$ cat config.mk
export PLATFORM = sky130hd
export DESIGN_NAME = ks_voice_allocator
export DESIGN_NICKNAME = d
export VERILOG_FILES = /design/src/rtl/ks_voice_allocator.sv
export SDC_FILE = /design/constraint.sdc
export NUM_CORES = 1
export LEC_CHECK = 0
export ABC_AREA = 1
export BUFFER_PORTS_ARGS = -buffer_cell sky130_fd_sc_hd__buf_4
export CAP_MARGIN = 15
export CORE_ASPECT_RATIO = 1.2
export CORE_MARGIN = 8
export CORE_UTILIZATION = 50
export CTS_CLUSTER_SIZE = 40
export DETAILED_ROUTE_END_ITERATION = 10
export PLACE_DENSITY = 0.68
export SLEW_MARGIN = 10
export SYNTH_ARGS = -nofsm -noshare
export SYNTH_HDL_FRONTEND = slang
export SYNTH_HIERARCHICAL = 1
export SYNTH_SLANG_ARGS = --single-unit
$ cat constraint.sdc
create_clock -name a_clk -period 3.2 [get_ports a_clk]
set_clock_uncertainty 0.2 [all_clocks]
set_input_delay 0.16 -clock a_clk [delete_from_list [all_inputs] [get_ports a_clk]]
set_output_delay 0.16 -clock a_clk [all_outputs]
set_load 0.02 [all_outputs]
$ cat src/rtl/ks_voice_allocator.sv
// Polyphonic voice allocator: shares NUM_VOICES Karplus-Strong voices among MIDI
// note events (retrigger same note, else lowest free voice, else steal the oldest).
module ks_voice_slot #(
    parameter int AGE_W = 8
) (
    input  logic             a_clk,
    input  logic             reset_n,
    input  logic             clr,
    input  logic             load,
    input  logic             bump,
    input  logic [6:0]       load_note,
    output logic             active,
    output logic [6:0]       note,
    output logic [AGE_W-1:0] age
);
    always_ff @(posedge a_clk or negedge reset_n) begin
        if (!reset_n) begin
            active <= 1'b0;
            note   <= '0;
            age    <= '0;
        end else if (load) begin
            active <= 1'b1;
            note   <= load_note;
            age    <= '0;
        end else begin
            if (clr)
                active <= 1'b0;
            // age only advances for sounding voices and saturates
            if (bump && active && (age != {AGE_W{1'b1}}))
                age <= age + 1'b1;
        end
    end
endmodule

module ks_voice_allocator #(
    parameter int NUM_VOICES  = 4,
    parameter int TRIG_CYCLES = 16,
    parameter int AGE_W       = 8
) (
    input  logic                    a_clk,
    input  logic                    reset_n,
    input  logic                    note_valid,
    output logic                    note_ready,
    input  logic                    note_on,
    input  logic [6:0]              note_num,
    output logic [NUM_VOICES-1:0]   voice_active,
    output logic [7*NUM_VOICES-1:0] voice_note,
    output logic [NUM_VOICES-1:0]   voice_trig,
    output logic                    steal,
    output logic                    busy
);
    localparam int IW = $clog2(NUM_VOICES);
    localparam logic [IW-1:0] LAST = IW'(NUM_VOICES - 1);

    typedef enum logic [1:0] {IDLE, SCAN, ASSIGN, TRIG} state_t;

    state_t                             state_q, state_nx;
    logic [IW-1:0]                      scan_idx;
    logic                               lat_on;
    logic [6:0]                         lat_note;
    logic                               match_f, free_f, old_f;
    logic [IW-1:0]                      match_i, free_i, old_i, tgt_q, tgt_sel;
    logic [AGE_W-1:0]                   old_age;
    logic [7:0]                         trig_cnt;
    logic                               accept;

    logic [NUM_VOICES-1:0][6:0]         note_arr;
    logic [NUM_VOICES-1:0][AGE_W-1:0]   age;
    logic [NUM_VOICES-1:0]              clr, load, bump;

    logic                               cur_act;
    logic [6:0]                         cur_note;
    logic [AGE_W-1:0]                   cur_age;

    assign accept     = note_valid && note_ready;
    assign busy       = (state_q != IDLE);
    assign voice_note = note_arr;
    assign cur_act    = voice_active[scan_idx];
    assign cur_note   = note_arr[scan_idx];
    assign cur_age    = age[scan_idx];
    assign tgt_sel    = match_f ? match_i : (free_f ? free_i : old_i);
    assign steal      = (state_q == ASSIGN) && !match_f && !free_f;

    genvar v;
    generate
        for (v = 0; v < NUM_VOICES; v++) begin : g_slot
            assign clr[v]  = (state_q == SCAN) && !lat_on && (scan_idx == IW'(v))
                             && voice_active[v] && (note_arr[v] == lat_note);
            assign load[v] = (state_q == ASSIGN) && (tgt_sel == IW'(v));
            assign bump[v] = (state_q == ASSIGN) && (tgt_sel != IW'(v));
            assign voice_trig[v] = (state_q == TRIG) && (tgt_q == IW'(v));

            ks_voice_slot #(.AGE_W(AGE_W)) u_slot (
                .a_clk    (a_clk),
                .reset_n  (reset_n),
                .clr      (clr[v]),
                .load     (load[v]),
                .bump     (bump[v]),
                .load_note(lat_note),
                .active   (voice_active[v]),
                .note     (note_arr[v]),
                .age      (age[v])
            );
        end
    endgenerate

    always_ff @(posedge a_clk or negedge reset_n) begin
        if (!reset_n) state_q <= IDLE;
        else          state_q <= state_nx;
    end

    always_comb begin
        state_nx = state_q;
        case (state_q)
            IDLE:   if (accept) state_nx = SCAN;
            SCAN:   if (scan_idx == LAST) state_nx = lat_on ? ASSIGN : IDLE;
            ASSIGN: state_nx = TRIG;
            TRIG:   if (trig_cnt == 8'(TRIG_CYCLES - 1)) state_nx = IDLE;
            default: state_nx = IDLE;
        endcase
    end

    always_ff @(posedge a_clk or negedge reset_n) begin
        if (!reset_n) begin
            note_ready <= 1'b0;
            scan_idx   <= '0;
            lat_on     <= 1'b0;
            lat_note   <= '0;
            match_f    <= 1'b0;
            free_f     <= 1'b0;
            old_f      <= 1'b0;
            match_i    <= '0;
            free_i     <= '0;
            old_i      <= '0;
            old_age    <= '0;
            tgt_q      <= '0;
            trig_cnt   <= '0;
        end else begin
            // ready is registered so it tracks the state being entered
            note_ready <= (state_nx == IDLE);
            case (state_q)
                IDLE: if (accept) begin
                    lat_on   <= note_on;
                    lat_note <= note_num;
                    scan_idx <= '0;
                    match_f  <= 1'b0;
                    free_f   <= 1'b0;
                    old_f    <= 1'b0;
                end
                SCAN: begin
                    scan_idx <= scan_idx + 1'b1;
                    if (cur_act && (cur_note == lat_note) && !match_f) begin
                        match_f <= 1'b1;
                        match_i <= scan_idx;
                    end
                    if (!cur_act && !free_f) begin
                        free_f <= 1'b1;
                        free_i <= scan_idx;
                    end
                    // strict compare keeps ties on the lowest index
                    if (cur_act && (!old_f || (cur_age > old_age))) begin
                        old_f   <= 1'b1;
                        old_i   <= scan_idx;
                        old_age <= cur_age;
                    end
                end
                ASSIGN: begin
                    tgt_q    <= tgt_sel;
                    trig_cnt <= '0;
                end
                TRIG: trig_cnt <= trig_cnt + 1'b1;
                default: ;
            endcase
        end
    end
endmodule
==> summary by stage <==
Floorplanning
The floorplan row count is 44. The number of top-level pins is 50. Once the floorplan was initialized, standard cells occupied 51.0% of the core. The die span in x is 117 um.

The area of the die is 16100 um^2. The core area is 12100 um^2. The chip height is 137 um.

Setup path
The number of cells on the worst reg-to-reg path is 13. The startpoint class of the critical path is a register. The worst setup path is captured at a register. At the worst endpoint, the arrival time is 2.97 ns.

The worst setup path is of the reg -> reg kind. Setup slack on the worst reg-to-reg path comes out at 0.33 ns. The data required time at the worst endpoint is 3.29 ns. Along the worst path, the maximum fanout reaches 37.

Clock tree
The total clock sinks is 104. Buffers inserted during clock tree synthesis total 9. The largest buffer count on any clock path is 2. The buffer type at the clock tree root is sky130_fd_sc_hd__clkbuf_16. CTS built an H-tree with a depth of 3. The clock latency on the worst-skew pair is 0.36 ns. The clock tree from TritonCTS is done. The clock transition at the registers of the reported paths is 0.07 ns.

Timing
After layout, the worst path uses 89.7% of the clock period. Measured against its own limit, the worst slew margin works out to 45.0%. Across all setup checks in the final design, the least slack found is 0.328 ns.

Setup violations remaining at the end of the flow were counted as 0. The pin slew with the least headroom to its limit is 0.825 ns. The hold violation count in the final report is 0. The worst path in the final design needs a cycle of 2.87 ns, including I/O delays and setup. The count of pins over their slew limit is 0. Static timing analysis puts the maximum clock frequency at 0.348 GHz. For the final routed database, the setup TNS stands at 0 ns.

Setup repair after global routing left no endpoint under its margin.

Drt
The mean routed wirelength per cell is 15.7 um. The number of nets with antenna violations after detailed routing is 0. After detailed routing, the number of remaining DRC violations is 0. For this run, the detailed router's first-pass iteration total came to 5. After the first detailed-routing iteration, the DRC count stood at 461. The number of vias after detailed routing is 5612.

The final layout contains routed wiring with a total length of 16.4 mm. The average via count per standard cell is 5.37.

Pwr
In this run the power density over the cells is 905 nW/um^2. The leakage dissipation is 0.00368 uW. The maximum VDD drop is 0.580 mV.

Logic synthesis
The most used flip-flop cell after synthesis is sky130_fd_sc_hd__dfrtp_1. Counting flops and latches in the post-synthesis netlist gives 104. In this run the cell area of the synthesized design comes to 6150 um^2. The share of synthesized area in the top cell type comes to 42.3%. After synthesis, the cell types taking the most area are sky130_fd_sc_hd__dfrtp_1, sky130_fd_sc_hd__nand2_1, sky130_fd_sc_hd__nand3_1, sky130_fd_sc_hd__inv_1, sky130_fd_sc_hd__nor2_1. The library cell with the largest summed area after synthesis is sky130_fd_sc_hd__dfrtp_1.

During synthesis, Yosys emitted a total of 6 warnings. In this run, synthesis inferred 0 flip-flops with an integrated enable. The mean post-synth cell area is 7.42 um^2. The count of cell types in the netlist is 38. Sequential elements use 42.3% of the synthesized area. The post-synthesis async set-or-reset flop share is 100%.

The number of nets handed over by synthesis was 857. The post-synthesis instance total is 829.

Finish
Leaving out fill and tap cells, the most frequent cells in the layout are sky130_fd_sc_hd__nand2_1, sky130_fd_sc_hd__dfrtp_1, sky130_fd_sc_hd__nand3_1. The total number of nets in the final design is 909. The library cell used most frequently in the layout, excluding fill and tap cells, is sky130_fd_sc_hd__nand2_1.

The multi-input combinational cells in the finished layout cover a total of 3080 um^2. The proportion of layout cells with a drive suffix above 1 is 13.4%. The number of inserted filler cells in the final layout is 1101. The area of all sequential standard cells is 2600 um^2.

Relative to the synthesized area, the layout overhead comes to 14.0%. The repair_antennas step left the layout with diodes totalling 0.

Worst hold path
The cell depth of the worst min-delay path is 3. The path type of the worst min-delay path is in -> reg.

Global route
The number of global-route vias before repair is 5414. The initial antenna violation count came to 0. The first-pass GRT wire length is 27.0 mm. Global routing consumed, over all layers together, 21.6% of the routing resources. After global routing the overflow that remains totals 0.

The pin count of the biggest net entering global routing is 64.

Placed design
Once detailed placement completed, the half-perimeter wirelength came to 12.2 mm. The weighted congestion at the end of routability-driven global placement is 0.939. Port buffering added 49 buffers. The worst setup slack after placement is 0.164 ns.

Outcome
The flow ran to the end, and the final reports show no timing, DRC or antenna violations.

Run
Max-cap violations in this run came to 0.
-- synth_stat cells, types with 2 or more instances --
| cell | number |
|---|---|
| sky130_fd_sc_hd__nand2_1 | 286 |
| sky130_fd_sc_hd__dfrtp_1 | 104 |
| sky130_fd_sc_hd__nand3_1 | 83 |
| sky130_fd_sc_hd__inv_1 | 69 |
| sky130_fd_sc_hd__nor2_1 | 69 |
| sky130_fd_sc_hd__o21ai_0 | 37 |
| sky130_fd_sc_hd__ha_1 | 17 |
| sky130_fd_sc_hd__a21oi_1 | 14 |
| sky130_fd_sc_hd__o22ai_1 | 14 |
| sky130_fd_sc_hd__buf_2 | 13 |
| sky130_fd_sc_hd__inv_2 | 10 |
| sky130_fd_sc_hd__nor3_1 | 10 |
| sky130_fd_sc_hd__xnor2_1 | 10 |
| sky130_fd_sc_hd__nand2_2 | 9 |
| sky130_fd_sc_hd__nand4_1 | 9 |
| sky130_fd_sc_hd__xor2_1 | 9 |
| sky130_fd_sc_hd__nand2_4 | 8 |
| sky130_fd_sc_hd__nor2_2 | 7 |
| sky130_fd_sc_hd__nor2_4 | 7 |
| sky130_fd_sc_hd__buf_4 | 5 |
| sky130_fd_sc_hd__o21ai_1 | 5 |
| sky130_fd_sc_hd__clkbuf_1 | 4 |
| sky130_fd_sc_hd__mux2i_1 | 4 |
| sky130_fd_sc_hd__o2111ai_1 | 4 |
| sky130_fd_sc_hd__a221oi_1 | 3 |
| sky130_fd_sc_hd__a211oi_1 | 2 |
| sky130_fd_sc_hd__buf_6 | 2 |
| sky130_fd_sc_hd__nand3_2 | 2 |
| sky130_fd_sc_hd__nor4_1 | 2 |
| sky130_fd_sc_hd__o211ai_1 | 2 |
| sky130_fd_sc_hd__or2_2 | 2 |
-- kinds of logic (layout without fill, tap and decap cells) --
family | count (synthesis) | after routing | synth area share [%]
buffers and inverters | 106 | 162 | 7.59
multiplexers | 4 | 4 | 0.651
XOR/XNOR | 19 | 19 | 2.71
AO/OA/AOI/OAI | 85 | 85 | 8.00
adder cells (fa/ha/maj) | 17 | 17 | 3.46
AND/OR/NAND/NOR | 494 | 494 | 35.3
flip-flops | 104 | 104 | 42.3
-- layer usage --
metal	track usage [%]	share of wire (%)
met5	0	0
met4	10.7	2.2
met2	33.2	46
met1	28.9	46
met3	3.33	5.8
-- area by class of cell --
cell class,count,share of cell area (%)
clock inverter,5,0.821
timing repair buffer,66,7.39
multi-input combinational,619,43.9
tap,161,2.87
clock buffer,10,3.41
sequential,104,37.1
inverter,81,4.44
-- power breakdown --
| part | total [uW] | switching, uW | internal [uW] |
|---|---|---|---|
| clock | 1110 | 491 | 622 |
| sequential | 2320 | 620 | 1700 |
| combinational | 2910 | 1840 | 1070 |
-- worst max-delay path: stages, from the launching register on --
cell and delay (ns):
sky130_fd_sc_hd__dfrtp_2 0.54, sky130_fd_sc_hd__inv_8 0.23, sky130_fd_sc_hd__o21ai_0 0.12, sky130_fd_sc_hd__o22ai_1 0.22, sky130_fd_sc_hd__ha_1 0.30, sky130_fd_sc_hd__a21oi_1 0.15
sky130_fd_sc_hd__nor2_1 0.05, sky130_fd_sc_hd__nor3_1 0.15, sky130_fd_sc_hd__nand2_1 0.07, sky130_fd_sc_hd__nand2_1 0.05, sky130_fd_sc_hd__nand2_1 0.22, sky130_fd_sc_hd__nand2_1 0.34
sky130_fd_sc_hd__nand2_1 0.08, sky130_fd_sc_hd__nand2_1 0.08
-- per-stage QoR --
| stage | util (%) | cell area, um^2 | cells | hold WS, ns | total power (uW) |
|---|---|---|---|---|---|
| 5_1_grt | 58.1 | 7010 | 1046 | 0.107 | 6850 |
| 2_1_floorplan | - | 6150 | 829 | -0.336 | 4290 |
| 3_5_place_dp | 54.9 | 6620 | 1022 | 0.116 | 5220 |
| 6_report | 58.1 | 7010 | 1046 | 0.0717 | 6350 |
| 3_3_place_gp | 54.9 | 6620 | 1022 | 0.0991 | 5110 |
| 4_1_cts | 58.1 | 7010 | 1046 | 0.0556 | 6360 |
-- state kept, by name, indices dropped and copies added (netlist names) --
name and cells:
lat_note 7, free_i 2, old_age 8, g_slot.u_slot/note 28, lat_on 1, match_i 2
note_ready 1, tgt_q 2, scan_idx 2, match_f 1, free_f 1, trig_cnt 8
g_slot.u_slot/active 4, state_q 2, old_i 2, old_f 1, g_slot.u_slot/age 32
-- worst paths after layout --
path,to,start
max,old_i[1]$_DFFE_PN0P_,scan_idx[0]$_DFFE_PN0P_
min in group asynchronous,trig_cnt[1]$_DFFE_PN0P_,reset_n
min,old_f$_DFFE_PN0P_,note_valid
max reg2reg,old_i[1]$_DFFE_PN0P_,scan_idx[0]$_DFFE_PN0P_
min reg2reg,old_age[5]$_DFFE_PN0P_,old_age[5]$_DFFE_PN0P_
max in group asynchronous,lat_note[2]$_DFFE_PN0P_,reset_n
-- timing repair --
item | 4_1_cts | 5_1_grt
setup endpoints to repair | 0 | 10
buffers inserted | 0 | 0
resized for setup | 0 | 1
endpoints found under the hold margin | 69 | 0
hold buffers | 9 | 0
(Power assumes the default switching activity.)
